**src/rtl/led_pattern_sequencer_pkg.sv**
```systemverilog
// Shared mode/direction encodings for the LED pattern sequencer.
package led_seq_pkg;

    localparam int MODE_W = 2;

    localparam logic [MODE_W-1:0] MODE_BLINK  = 2'd0;
    localparam logic [MODE_W-1:0] MODE_CHASE  = 2'd1;
    localparam logic [MODE_W-1:0] MODE_BOUNCE = 2'd2;
    localparam logic [MODE_W-1:0] MODE_COUNT  = 2'd3;

    localparam logic DIR_LEFT  = 1'b0;
    localparam logic DIR_RIGHT = 1'b1;

    typedef enum logic [MODE_W-1:0] {
        ST_BLINK  = MODE_BLINK,
        ST_CHASE  = MODE_CHASE,
        ST_BOUNCE = MODE_BOUNCE,
        ST_COUNT  = MODE_COUNT
    } mode_e;

    function automatic mode_e next_mode(input mode_e m);
        case (m)
            ST_BLINK:  next_mode = ST_CHASE;
            ST_CHASE:  next_mode = ST_BOUNCE;
            ST_BOUNCE: next_mode = ST_COUNT;
            default:   next_mode = ST_BLINK;
        endcase
    endfunction

endpackage

```
**src/rtl/led_pattern_sequencer_btn_debounce.sv**
```systemverilog
// Push-button conditioning: 2-FF synchronizer, stability counter and
// a single-cycle press pulse on an accepted 0->1 transition.
module btn_debounce #(
    parameter int DEBOUNCE_CYCLES = 1000000
) (
    input  logic clkin,
    input  logic rstn,
    input  logic btn_in,
    output logic press
);

    localparam int CNT_W = $clog2(DEBOUNCE_CYCLES);

    logic             r_sync1;
    logic             r_sync2;
    logic             r_stable;
    logic             r_press;
    logic [CNT_W-1:0] r_cnt;
    logic             w_btn_s;
    logic             w_done;

    assign w_btn_s = r_sync2;
    assign w_done  = (r_cnt == CNT_W'(DEBOUNCE_CYCLES - 1));

    always_ff @(posedge clkin) begin
        if (!rstn) begin
            r_sync1  <= 1'b0;
            r_sync2  <= 1'b0;
            r_stable <= 1'b0;
            r_press  <= 1'b0;
            r_cnt    <= '0;
        end else begin
            r_sync1 <= btn_in;
            r_sync2 <= r_sync1;
            r_press <= 1'b0;
            // Any sample agreeing with the accepted level restarts the window.
            if (w_btn_s == r_stable) begin
                r_cnt <= '0;
            end else if (w_done) begin
                r_stable <= w_btn_s;
                r_cnt    <= '0;
                r_press  <= w_btn_s;
            end else begin
                r_cnt <= r_cnt + CNT_W'(1);
            end
        end
    end

    assign press = r_press;

endmodule

```
**src/rtl/led_pattern_sequencer.sv**
```systemverilog
// Steps a multi-LED pattern on each rising edge of the blink wave; a debounced
// button cycles BLINK -> CHASE -> BOUNCE -> COUNT.
module led_pattern_sequencer
    import led_seq_pkg::*;
#(
    parameter int N_LEDS          = 8,
    parameter int DEBOUNCE_CYCLES = 1000000
) (
    input  logic              clkin,
    input  logic              rstn,
    input  logic              blink_in,
    input  logic              btn_in,
    output logic [N_LEDS-1:0] outleds,
    output logic [MODE_W-1:0] mode_out
);

    logic              r_blink_q;
    mode_e             r_mode;
    logic              r_dir;
    logic [N_LEDS-1:0] r_leds;

    logic              w_step;
    logic              w_press;
    mode_e             w_mode_nxt;
    logic              w_dir_nxt;
    logic [N_LEDS-1:0] w_leds_nxt;

    btn_debounce #(
        .DEBOUNCE_CYCLES(DEBOUNCE_CYCLES)
    ) u_debounce (
        .clkin (clkin),
        .rstn  (rstn),
        .btn_in(btn_in),
        .press (w_press)
    );

    assign w_step = blink_in & ~r_blink_q;

    always_comb begin
        w_mode_nxt = r_mode;
        w_dir_nxt  = r_dir;
        w_leds_nxt = r_leds;
        // A press outranks a coincident step; that step is simply dropped.
        if (w_press) begin
            w_mode_nxt = next_mode(r_mode);
            w_dir_nxt  = DIR_LEFT;
            if (w_mode_nxt == ST_CHASE || w_mode_nxt == ST_BOUNCE)
                w_leds_nxt = N_LEDS'(1);
            else
                w_leds_nxt = '0;
        end else if (w_step) begin
            case (r_mode)
                ST_BLINK: w_leds_nxt = ~r_leds;
                ST_CHASE: w_leds_nxt = {r_leds[N_LEDS-2:0], r_leds[N_LEDS-1]};
                ST_BOUNCE: begin
                    // Reversal and the shift happen on the same step: no dwell at the ends.
                    if (r_dir == DIR_LEFT) begin
                        if (r_leds[N_LEDS-1]) begin
                            w_dir_nxt  = DIR_RIGHT;
                            w_leds_nxt = r_leds >> 1;
                        end else begin
                            w_leds_nxt = r_leds << 1;
                        end
                    end else begin
                        if (r_leds[0]) begin
                            w_dir_nxt  = DIR_LEFT;
                            w_leds_nxt = r_leds << 1;
                        end else begin
                            w_leds_nxt = r_leds >> 1;
                        end
                    end
                end
                default: w_leds_nxt = r_leds + N_LEDS'(1);
            endcase
        end
    end

    always_ff @(posedge clkin) begin
        if (!rstn) begin
            r_blink_q <= 1'b0;
            r_mode    <= ST_BLINK;
            r_dir     <= DIR_LEFT;
            r_leds    <= '0;
        end else begin
            r_blink_q <= blink_in;
            r_mode    <= w_mode_nxt;
            r_dir     <= w_dir_nxt;
            r_leds    <= w_leds_nxt;
        end
    end

    assign outleds  = r_leds;
    assign mode_out = r_mode;

endmodule

```
**config.mk**
```make
export PLATFORM = sky130hd
export DESIGN_NAME = led_pattern_sequencer
export DESIGN_NICKNAME = d
export VERILOG_FILES = /design/src/rtl/led_pattern_sequencer_pkg.sv /design/src/rtl/led_pattern_sequencer_btn_debounce.sv /design/src/rtl/led_pattern_sequencer.sv
export SDC_FILE = /design/constraint.sdc
export NUM_CORES = 1
export LEC_CHECK = 0
export CAP_MARGIN = 20
export CORE_ASPECT_RATIO = 2
export CORE_MARGIN = 1.5
export CORE_UTILIZATION = 55
export CTS_CLUSTER_DIAMETER = 40
export DETAILED_ROUTE_END_ITERATION = 10
export PLACE_DENSITY = 0.75
export SLEW_MARGIN = 30
export SYNTH_ARGS = -nofsm -noshare
export SYNTH_HDL_FRONTEND = slang
export SYNTH_HIERARCHICAL = 1
export SYNTH_SLANG_ARGS = --single-unit
```
**constraint.sdc**
```tcl
create_clock -name clkin -period 2.4 [get_ports clkin]
set_input_delay 0.36 -clock clkin [delete_from_list [all_inputs] [get_ports clkin]]
set_output_delay 0.36 -clock clkin [all_outputs]
set_load 0.05 [all_outputs]
```
# Yosys cells after proc, flatten, opt, wreduce, memory -nomap -nowiden
# Index checks and enable logic that the tools add are counted.
# Widths: inputs -> output; s select.
[word_totals]
reg_bits = 36
word_cells = 43
in_bits = 4
output_inout_bits = 10
[op_classes]
n_addsub = 2
n_bitwise = 6
n_eq_ne = 6
mux = 12
reduce_logical = 8
[ops]
columns = ["operator", "n"]
rows = [
  ["$mux 8", 5],
  ["$pmux 8 s3", 1],
  ["$add 20x1->20 const B", 1],
  ["$eq 20x20->1 const B", 1],
  ["$add 8x1->8 const B", 1],
  ["$not 8->8", 1],
  ["$pmux 2 s3", 1],
  ["$reduce_or 3->1", 2],
  ["$eq 2x1->1 const B", 2],
  ["$eq 2x2->1 const B", 2],
  ["$mux 1", 4],
  ["$not 1->1", 4],
  ["$reduce_and 2->1", 2],
  ["$logic_not 2->1", 1],
  ["$mux 2", 1],
  ["$reduce_bool 2->1", 1],
  ["$reduce_or 2->1", 1],
  ["$and 1x1->1", 1],
  ["$eq 1x1->1", 1],
  ["$logic_or 1x1->1", 1],
]

# Longest topological paths before layout
[depth]
word_depth = 7
mapped_depth = 7
depth_no_buf = 6

# Hierarchy
# The synthesis kept the hierarchy.
[by_module_without_submodules]
columns = ["mod", "instances", "cells_each", "seq_area_each_um2", "area_per_inst_um2"]
rows = [
  ["btn_debounce", 1, 116, 480.5, 1068.5],
  ["led_pattern_sequencer", 1, 125, 240.2, 975.9],
]

# Worst setup path before layout
# Ideal clock, no wire load.
[synth_path]
path_type = "flip-flop to flip-flop"
startpoint = "register u_debounce.r_cnt[0]"
endpoint = "register u_debounce.r_cnt[16]"
path_stages_with_launch = 8
path_slack_ns = 0.503
setup_time_ns = 0.115
arrival_ns = 1.783
n_path_buf = 2
synth_period_minus_slack_ns = 1.897
required_ns = 2.285
cell_sequence = "dfxtp_1 ha_1 nand3_1 or2_2 clkbuf_1 o31ai_4 buf_4 nor2_1"
[synth_between]
elab_chain_len = 2
elab_cells_between_ends = 3
classes_between = "add/sub (1); eq/ne (1); reduce/logical (1)"
[synth_rtl]
columns = ["element", "line_no", "source"]
rows = [
  ["from (decl)", "led_pattern_sequencer_btn_debounce.sv:18", "logic [CNT_W-1:0] r_cnt;"],
  ["from (signal assigned)", "led_pattern_sequencer_btn_debounce.sv:44", "r_cnt <= r_cnt + CNT_W'(1);"],
  ["branches (longest 2 deep; another with $add 20x1->20)", "-", ""],
]
# Several ways; the timed one is not identified.
# A chain may end at the register's enable or synchronous reset.

# Worst setup path after layout
[layout_path]
startpoint = "register r_leds[2], in the netlist outleds[2]"
endpoint = "output outleds[2]"
[layout_rtl]
columns = ["element", "line_no", "source"]
rows = [
  ["from (decl)", "led_pattern_sequencer.sv:20", "logic [N_LEDS-1:0] r_leds;"],
  ["from (signal assigned)", "led_pattern_sequencer.sv:88", "r_leds <= w_leds_nxt;"],
  ["to (decl)", "led_pattern_sequencer.sv:13", "output logic [N_LEDS-1:0] outleds,"],
]
# No word-level cell between the ends.

==> metrics.cfg <==
[outcome]
run_status = finished clean

[critical_path]
path_max_fanout = 10
startpoint_type = flip-flop
path_cells = clkdlybuf4s50_1
critPathRequiredTime_ns = 2.04
rr_worst_depth = 6
cp_top_family = buffers and inverters
cp-end-kind = primary output
cp.arrival_ns = 1.69
crit_buf_inv = 1
max_stage_delay_ns = 0.87
cp_slowest_cell = clkdlybuf4s50_1
worstSetupPathDepth = 1
critPathKind = reg2out

[yosys]
synth_edf_count = 0
ys_top_cells_by_area = dfxtp_1, xnor2_1, nor2_1, ha_1, nand3_1
synthesis.nets = 253
yosysSeqAreaShare_pct = 35.3
synthDistinctLibCells = 50
synth_area_sq_um = 2040
ys_ff_latch = 36
yosys.area.top_type = dfxtp_1
synth_cells = 241
ys.flop_type = dfxtp_1
synth_top_area_share_pct = 35.3
syn-mean-instance-area_sq_um = 8.48
synthArstFlopShare_pct = 0
synth_warnings = 6

[cts]
insertion_delay_ns = 0.28
cts_tree = yes
cts_resized = 0
cts_buffers = 5
clock_path_buffers = 2
post_cts_buffers = 0
hold_buffers = 0
cts-root-buf = clkbuf_8
cts.sinks = 36
cts_max_level = 2
path_clk_slew_ns = 0.07

[drt]
detail_route.wl_per_cell_um = 15.0
drtIter0Drc = 27
ant_nets = 0
drc = 0
first_pass_iters = 4
wirelength_mm = 4.59
route.vias.total = 1844
viasPerCell = 6.01

[finish]
nNetsFinal = 270
ff_latch_area_sq_um = 721
multi_input_area_sq_um = 1210
drive_above_1_share_pct = 10.5
syn2layout_area_growth_pct = 14.0
n_antenna_cell = 0
n_fill_cell = 338

[floorplanning]
fp.coreArea_sq_um = 3570
die_area_sq_um = 4110
rows = 31
die_w_um = 46.1
die_height_um = 89.2
ios = 14
start_util_pct = 57.3

[power]
leakage_uw = 0.000747
p_seq_share_pct = 50.8
p_clk_share_pct = 35.9
p_switching_uw = 333
p_per_area_nw_per_um2 = 544
p_total_uw = 1270
p_sw_share_pct = 26.2
comb_power_share_pct = 13.3
internal-power_uw = 935
irDropWorstVdd_mv = 0.481

[sta]
fin_crit_sh_pct = 85.3
clock.fmax_ghz = 0.488
drv_slew = 0
setup_violations = 0
tns_ns = 0
finalClockSkew_ns = 0.00589
tightest_slew_ns = 0.586
max_slew_margin_pct = 60.6
hold_violations = 0
rsz0062_at_grt = no
finalCriticalPeriod_ns = 2.05

[global_route]
track_usage_pct = 25.2
grt_remaining_overflow = 0
grt_max_degree = 16
antenna_found_initial = 0
grt_pass1_vias = 1744
grt_pass1_wl_mm = 7.53

[run]
maxCapViolations = 0

[hold_path]
holdPathStages = 1
hold_class = reg2reg

[placement]
place_hpwl_mm = 3.53
place.gp.congestion = 0.872
port_buffers = 13

state kept, by name, summed over array words and instances (netlist names):
register	cells
r_dir	1
u_debounce/r_sync1	1
mode_out	2
outleds	8
r_blink_q	1
u_debounce/r_cnt	20
u_debounce/r_sync2	1
u_debounce/r_stable	1
u_debounce/press	1
final cells by class:
cell class              instances  area share [%]
multi-input cells             178            51.7
well taps                      49            2.63
flip-flops and latches         36            30.9
clock buffers                   7            4.13
repair buffers                 20            7.84
inverters                      17            2.74
cell families (layout without fill, tap and decap cells):
kind of cell             Yosys count  in the layout  share of synthesized area [%]
XOR/XNOR                          17             17                           7.28
flip-flops                        36             36                           35.3
AND/OR/NAND/NOR                  103            103                           27.5
buffers and inverters             27             44                           5.75
multiplexers                       3              3                           1.47
adder cells (fa/ha/maj)            8              8                           4.90
AO/OA/AOI/OAI                     47             47                           17.9
power groups by stage:
stage	registers, uW	clock network (uW)	logic [uW]
after floorplan	687	0	84.9
after global routing	646	495	183
after CTS	643	468	169
after global placement	656	0	167
final	644	455	169
after detailed placement	657	0	169
cells in the final DEF (no fill, tap or decap), drive strengths merged, types with 6 or more instances in the layout:
| cell | netlist | routed |
|---|---|---|
| a21oi | 9 | 9 |
| buf | 5 | 7 |
| clkbuf | 5 | 7 |
| clkdlybuf4s50 | 0 | 13 |
| dfxtp | 36 | 36 |
| ha | 8 | 8 |
| inv | 17 | 17 |
| nand2 | 16 | 16 |
| nand3 | 13 | 13 |
| nand4 | 6 | 6 |
| nor2 | 27 | 27 |
| nor3 | 10 | 10 |
| nor4 | 9 | 9 |
| o21ai | 9 | 9 |
| o31ai | 7 | 7 |
| xnor2 | 14 | 14 |
stage by stage:
stage,utilization (%),cells,setup slack (ns),area [sq um],hold WS [ns]
3_3_place_gp,62.6,300,0.481,2230,0.418
4_1_cts,65.3,307,0.339,2330,0.440
6_report,65.3,307,0.352,2330,0.434
3_5_place_dp,62.6,300,0.468,2230,0.425
5_1_grt,65.3,307,0.290,2330,0.459
2_1_floorplan,-,241,0.503,2040,0.412
path summary, 6_finish.rpt:
check	from	end	slack, ns
setup / recovery	outleds[2]	outleds[2]	0.35
setup reg to reg	u_debounce/r_cnt[0]	u_debounce/r_cnt[4]	0.46
hold / removal	u_debounce/r_sync1	u_debounce/r_sync2	0.43
hold reg to reg	u_debounce/r_sync1	u_debounce/r_sync2	0.43
layer usage:
layer | share of wire, % | GRT usage (%)
met1 | 35 | 24.9
met2 | 57 | 46.0
met3 | 3.5 | 3.64
met4 | 4.4 | 15.1
met5 | 0 | 0
synthesized netlist by cell type (8+ instances only):
cell type and instances:
a21oi_1 9, dfxtp_1 36, ha_1 8, inv_1 17, nand2_1 16, nand3_1 13
nor2_1 27, nor3_1 10, nor4_1 9, o21ai_0 9, xnor2_1 14
Power figures use the tool's default switching activity.
